### src/rtl/adc_xy_line_gen.sv
// adc_xy_line_gen: Bresenham vector generator that walks the beam from the current
// position to each accepted vertex, emitting one point per ADC sample strobe.
module adc_xy_line_gen #(
   parameter int ADC_DATA_BITS = 10
) (
   input  logic                     clk,
   input  logic                     reset_n,
   input  logic                     sample_en,
   input  logic                     vert_valid,
   output logic                     vert_ready,
   input  logic [ADC_DATA_BITS-1:0] vert_x,
   input  logic [ADC_DATA_BITS-1:0] vert_y,
   input  logic [2:0]               vert_rgb,
   input  logic                     vert_move,
   output logic [ADC_DATA_BITS-1:0] adc_x,
   output logic [ADC_DATA_BITS-1:0] adc_y,
   output logic                     adc_red,
   output logic                     adc_grn,
   output logic                     adc_blu,
   output logic                     sample_valid,
   output logic                     busy
);
   localparam int W = ADC_DATA_BITS;
   localparam int E = ADC_DATA_BITS + 2;
   typedef enum logic [1:0] {IDLE, SETUP, DRAW} state_t;
   state_t state_q, state_d;
   logic [W-1:0] x_q, x_d, y_q, y_d, tx_q, tx_d, ty_q, ty_d;
   logic [2:0] rgb_q, rgb_d, trgb_q, trgb_d;
   logic move_q, move_d, sxn_q, sxn_d, syn_q, syn_d, sv_q, sv_d, alive_q;
   logic signed [E-1:0] err_q, err_d, dx_q, dx_d, dy_q, dy_d, err_n;
   logic signed [E:0] e2, dxe, dye;
   logic [W-1:0] adx, ady, nx, ny;
   logic step_x, step_y;
   assign vert_ready   = alive_q && state_q == IDLE;
   assign busy         = state_q != IDLE;
   assign adc_x        = x_q;
   assign adc_y        = y_q;
   assign {adc_red, adc_grn, adc_blu} = rgb_q;
   assign sample_valid = sv_q;
   always_comb begin
      adx    = tx_q >= x_q ? tx_q - x_q : x_q - tx_q;
      ady    = ty_q >= y_q ? ty_q - y_q : y_q - ty_q;
      e2     = {err_q, 1'b0};
      dxe    = {dx_q[E-1], dx_q};
      dye    = {dy_q[E-1], dy_q};
      step_x = e2 >= dye;
      step_y = e2 <= dxe;
      nx     = step_x ? x_q + (sxn_q ? {W{1'b1}} : W'(1)) : x_q;
      ny     = step_y ? y_q + (syn_q ? {W{1'b1}} : W'(1)) : y_q;
      err_n  = err_q + (step_x ? dy_q : '0) + (step_y ? dx_q : '0);
   end
   always_comb begin
      state_d = state_q;
      x_d     = x_q;
      y_d     = y_q;
      tx_d    = tx_q;
      ty_d    = ty_q;
      rgb_d   = rgb_q;
      trgb_d  = trgb_q;
      move_d  = move_q;
      sxn_d   = sxn_q;
      syn_d   = syn_q;
      err_d   = err_q;
      dx_d    = dx_q;
      dy_d    = dy_q;
      sv_d    = 1'b0;
      case (state_q)
         IDLE: if (vert_valid && vert_ready) begin
            tx_d    = vert_x;
            ty_d    = vert_y;
            trgb_d  = vert_rgb;
            move_d  = vert_move;
            state_d = SETUP;
         end
         SETUP: begin
            dx_d    = E'(adx);
            dy_d    = -E'(ady);
            err_d   = E'(adx) - E'(ady);
            sxn_d   = tx_q < x_q;
            syn_d   = ty_q < y_q;
            x_d     = move_q ? tx_q : x_q;
            y_d     = move_q ? ty_q : y_q;
            rgb_d   = move_q ? 3'b000 : trgb_q;
            state_d = move_q ? IDLE : DRAW;
         end
         DRAW: if (sample_en) begin
            // a zero-length draw emits its single point without stepping
            sv_d = 1'b1;
            if (x_q == tx_q && y_q == ty_q) begin
               state_d = IDLE;
            end else begin
               x_d     = nx;
               y_d     = ny;
               err_d   = err_n;
               state_d = (nx == tx_q && ny == ty_q) ? IDLE : DRAW;
            end
         end
         default: state_d = IDLE;
      endcase
   end
   always_ff @(posedge clk) begin
      if (!reset_n) begin
         state_q <= IDLE;
         x_q     <= '0;
         y_q     <= '0;
         tx_q    <= '0;
         ty_q    <= '0;
         rgb_q   <= '0;
         trgb_q  <= '0;
         move_q  <= 1'b0;
         sxn_q   <= 1'b0;
         syn_q   <= 1'b0;
         err_q   <= '0;
         dx_q    <= '0;
         dy_q    <= '0;
         sv_q    <= 1'b0;
         alive_q <= 1'b0;
      end else begin
         state_q <= state_d;
         x_q     <= x_d;
         y_q     <= y_d;
         tx_q    <= tx_d;
         ty_q    <= ty_d;
         rgb_q   <= rgb_d;
         trgb_q  <= trgb_d;
         move_q  <= move_d;
         sxn_q   <= sxn_d;
         syn_q   <= syn_d;
         err_q   <= err_d;
         dx_q    <= dx_d;
         dy_q    <= dy_d;
         sv_q    <= sv_d;
         alive_q <= 1'b1;
      end
   end
endmodule

### config.mk
export PLATFORM = sky130hd
export DESIGN_NAME = adc_xy_line_gen
export DESIGN_NICKNAME = d
export VERILOG_FILES = /design/src/rtl/adc_xy_line_gen.sv
export SDC_FILE = /design/constraint.sdc
export NUM_CORES = 1
export LEC_CHECK = 0
export ABC_CLOCK_PERIOD_IN_PS = 5200
export CAP_MARGIN = 25
export CORE_AREA = 2 2 170 172
export CTS_CLUSTER_SIZE = 16
export DETAILED_ROUTE_END_ITERATION = 10
export DIE_AREA = 0 0 172 174
export PLACE_DENSITY = 0.43
export SLEW_MARGIN = 0
export SYNTH_ARGS = -nofsm -noshare
export SYNTH_HDL_FRONTEND = slang
export SYNTH_SLANG_ARGS = --single-unit
export TNS_END_PERCENT = 1
### constraint.sdc
create_clock -name clk -period 5.2 [get_ports clk]
set_input_delay 0.78 -clock clk [delete_from_list [all_inputs] [get_ports clk]]
set_output_delay 0.78 -clock clk [all_outputs]
set_load 0.01 [all_outputs]
==> flow_summary.json <==
{
  "slew_violations": 0,
  "crit_type": "flop to flop",
  "insertion_delay_ns": 0.35,
  "grt_max_degree": 39,
  "place_inst": 1492,
  "hold_class": "flop to flop",
  "ios": 54,
  "synth-compound-area-share_pct": 25.80,
  "finalSetupViolCount": 0,
  "grt_antenna_before_repair": 0,
  "switching_power_uw": 1461,
  "start_util_pct": 29.38,
  "wl_per_cell_um": 18.11,
  "asyncSetResetFlopFracSynth_pct": 0,
  "ir_worst_vdd_uv": 163.2,
  "synth_area_um2": 8297,
  "ant_nets": 0,
  "drive_gt1_share_pct": 7.302,
  "rsz0062_at_grt": "no",
  "seq_power_share_pct": 22.6,
  "synthAdderAreaFrac_pct": 18.97,
  "drc_errors": 0,
  "synth_top_family_by_area": "compound AO/OA/AOI/OAI gates",
  "die_x_um": 172,
  "cp_num_buf_inv": 3,
  "slew-limit-headroom_pct": 37.92,
  "synth_mux_area_share_pct": 1.976,
  "layout_commonest_cell": "nand2_1",
  "clock_sinks": 87,
  "area_delta_synth_final_pct": 16.91,
  "period_minus_slack_ns": 4.776,
  "p_per_area_nw_per_um2": 345.5,
  "vias": 7608,
  "tightest_slew_ns": 0.9270,
  "slowest_stage": "fa_1",
  "drv_cap": 0,
  "clockBufferDepth": 2,
  "synthSimpleGateAreaFrac_pct": 17.80,
  "die_h_um": 174,
  "gp_routability_congestion": 0.8301,
  "status": "completed",
  "p_leak_uw": 0.003978,
  "grt_pass1_vias": 7544,
  "hold_ws_ns": 0.4564,
  "clockPowerShare_pct": 22.0,
  "cts_buffers": 9,
  "swShare_pct": 43.59,
  "cp-start-kind": "flop",
  "nNetsFinal": 1262,
  "routed_via_density": 5.048,
  "final_cell_mix": "118 x nand2_1, 106 x a21oi_1, 97 x ha_1",
  "root_buffer": "clkbuf_16",
  "grt_overflow": 0,
  "synthDistinctLibCells": 77,
  "finalCritPeriodShare_pct": 91.85,
  "diodes": 0,
  "drt_iter0_markers": 412,
  "core-area_um2": 28240,
  "synthesis.nets": 1212,
  "rows": 62,
  "htree_levels": 3,
  "ys_warn_count": 0,
  "p_int_uw": 1890,
  "portBuffers": 53,
  "hold_violations": 0,
  "seq_area_frac_synth_pct": 20.99,
  "clkTransAtPathRegs_ns": 0.07,
  "grt_use_total_pct": 18.81,
  "fin_tns_setup_ns": 0,
  "cts_tree": "built",
  "drtPass1Iterations": 5,
  "finalWirelength_um": 27300,
  "crit_path_max_fanout": 9,
  "dp_hpwl_um": 21430,
  "synth_ff_type": "dfxtp_1",
  "synthXorXnorAreaFrac_pct": 7.963,
  "synth-edff-count": 0,
  "synth-seq-cells": 87,
  "combinationalPowerShare_pct": 55.4,
  "cp_cell_sequence": "inv_1 -> ha_1 -> nor2b_1 -> o31ai_2 -> a21oi_1 -> o41a_1 -> nor2_1 -> buf_4 -> nor2_1 -> fa_1 -> ha_1 -> inv_1 -> fa_1 -> nor2b_1 -> o21ai_0 -> a21boi_1 -> o21ai_0 -> a21oi_2 -> a31oi_1 -> xnor2_1 -> nand2_1 -> a31oi_1",
  "crit_family": "compound AO/OA/AOI/OAI gates",
  "fin_cells": 1507,
  "clock_skew_ns": 0.01612,
  "die_area_um2": 29930,
  "crit_path_end_kind": "flop",
  "syn_avg_cell_area_um2": 7.761,
  "grt_pass1_wl_um": 43380,
  "required_ns": 5.49,
  "cpPeakStageDelay_ns": 0.51,
  "cp_data_arrival_time_ns": 5.06,
  "syn_inst": 1069,
  "fmax_mhz": 209.4
}
## final timing paths
path / endpoint / slack [ns] / cells after the start / start
setup / recovery: err_q[11]$_SDFFE_PN0P_ / 0.42 / 22 / dy_q[1]$_SDFFE_PN0P_
hold / removal: dy_q[3]$_SDFFE_PN0P_ / 0.46 / 2 / dy_q[3]$_SDFFE_PN0P_
setup reg to reg: err_q[11]$_SDFFE_PN0P_ / 0.42 / 22 / dy_q[1]$_SDFFE_PN0P_
hold reg to reg: dy_q[3]$_SDFFE_PN0P_ / 0.46 / 2 / dy_q[3]$_SDFFE_PN0P_
## power groups by stage
stage          combinational [uW]  sequential, uW  clock, uW
3_3_place_gp                 1850             773          0
6_report                     1860             758        736
5_1_grt                      2060             765        783
2_1_floorplan                1300             764          0
4_1_cts                      1850             758        758
3_5_place_dp                 1840             774          0
## stage by stage
step | util [%] | power (uW) | setup slack [ns] | cell area, um2
2_1_floorplan | - | 2064 | 0.8278 | 8297
3_3_place_gp | 33.09 | 2623 | 0.3191 | 9344
3_5_place_dp | 33.09 | 2615 | 0.2788 | 9344
4_1_cts | 34.22 | 3367 | 0.2402 | 9663
5_1_grt | 34.35 | 3605 | 0.0005191 | 9699
6_report | 34.35 | 3351 | 0.4236 | 9699
## cell usage after synthesis, types with 23 or more instances
| cell type | number | share of area, % |
|---|---|---|
| a21o_1 | 23 | 2.1 |
| nand3_1 | 32 | 1.9 |
| ha_1 | 97 | 15 |
| o21ai_0 | 63 | 3.8 |
| inv_1 | 94 | 4.3 |
| nand2_1 | 119 | 5.4 |
| xnor2_1 | 51 | 5.4 |
| nor2_1 | 77 | 3.5 |
| a21oi_1 | 107 | 6.5 |
| dfxtp_1 | 87 | 21 |
| a211oi_1 | 25 | 2.3 |
| clkbuf_1 | 30 | 1.4 |
## cell families (layout without fill, tap and decap cells)
family | after synthesis | count (layout)
AOI/OAI and AO/OA | 325 | 325
xor gates and xnor gates | 73 | 73
adders and majority gates | 115 | 115
buffers and inverters | 137 | 191
DFF | 87 | 87
muxes | 15 | 15
and+or+nand+nor | 317 | 317
## metal layers
layer | GRT usage (%) | part of all wire (%) | up-vias
li1 | - | - | 3896
met1 | 26.87 | 50 | 3568
met5 | 0 | 0 | -
met2 | 29.94 | 46 | 129
met3 | 2.459 | 3.1 | 15
met4 | 4.482 | 1.6 | 0
## worst register-to-register path, cell delays in order, from the launching register on
cell and delay, ns:
dfxtp_1 0.34, inv_1 0.07, ha_1 0.26, nor2b_1 0.14, o31ai_2 0.26, a21oi_1 0.15
o41a_1 0.47, nor2_1 0.19, buf_4 0.21, nor2_1 0.08, fa_1 0.51, ha_1 0.18
inv_1 0.06, fa_1 0.39, nor2b_1 0.17, o21ai_0 0.15, a21boi_1 0.22, o21ai_0 0.17
a21oi_2 0.20, a31oi_1 0.11, xnor2_1 0.17, nand2_1 0.07, a31oi_1 0.15
## flip-flops by register name, indices dropped and copies added, names as in the netlist
register and count:
adc_x 10, adc_y 10, alive_q 1, dx_q 10
dy_q 12, err_q 12, move_q 1, rgb_q 3
sample_valid 1, state_q 2, sxn_q 1, syn_q 1
trgb_q 3, tx_q 10, ty_q 10
## cell type report
| cell class | count | area [um2] |
|---|---|---|
| Clock buffer | 9 | 225.2 |
| Clock inverter | 6 | 93.84 |
| Fill cell | 3069 | 18540 |
| Inverter | 94 | 352.8 |
| Multi-Input combinational cell | 845 | 6057 |
| Sequential cell | 87 | 1742 |
| Tap cell | 384 | 480.5 |
| Timing Repair Buffer | 82 | 748.2 |
## repair_timing
item / in CTS / in global routing
endpoints found under the hold margin: 0 / 0
buffers inserted: 0 / 0
hold buffers: 0 / 0
resized for setup: 0 / 7
setup endpoints to repair: 0 / 5
Note: power is estimated with default switching activity, not from simulation.
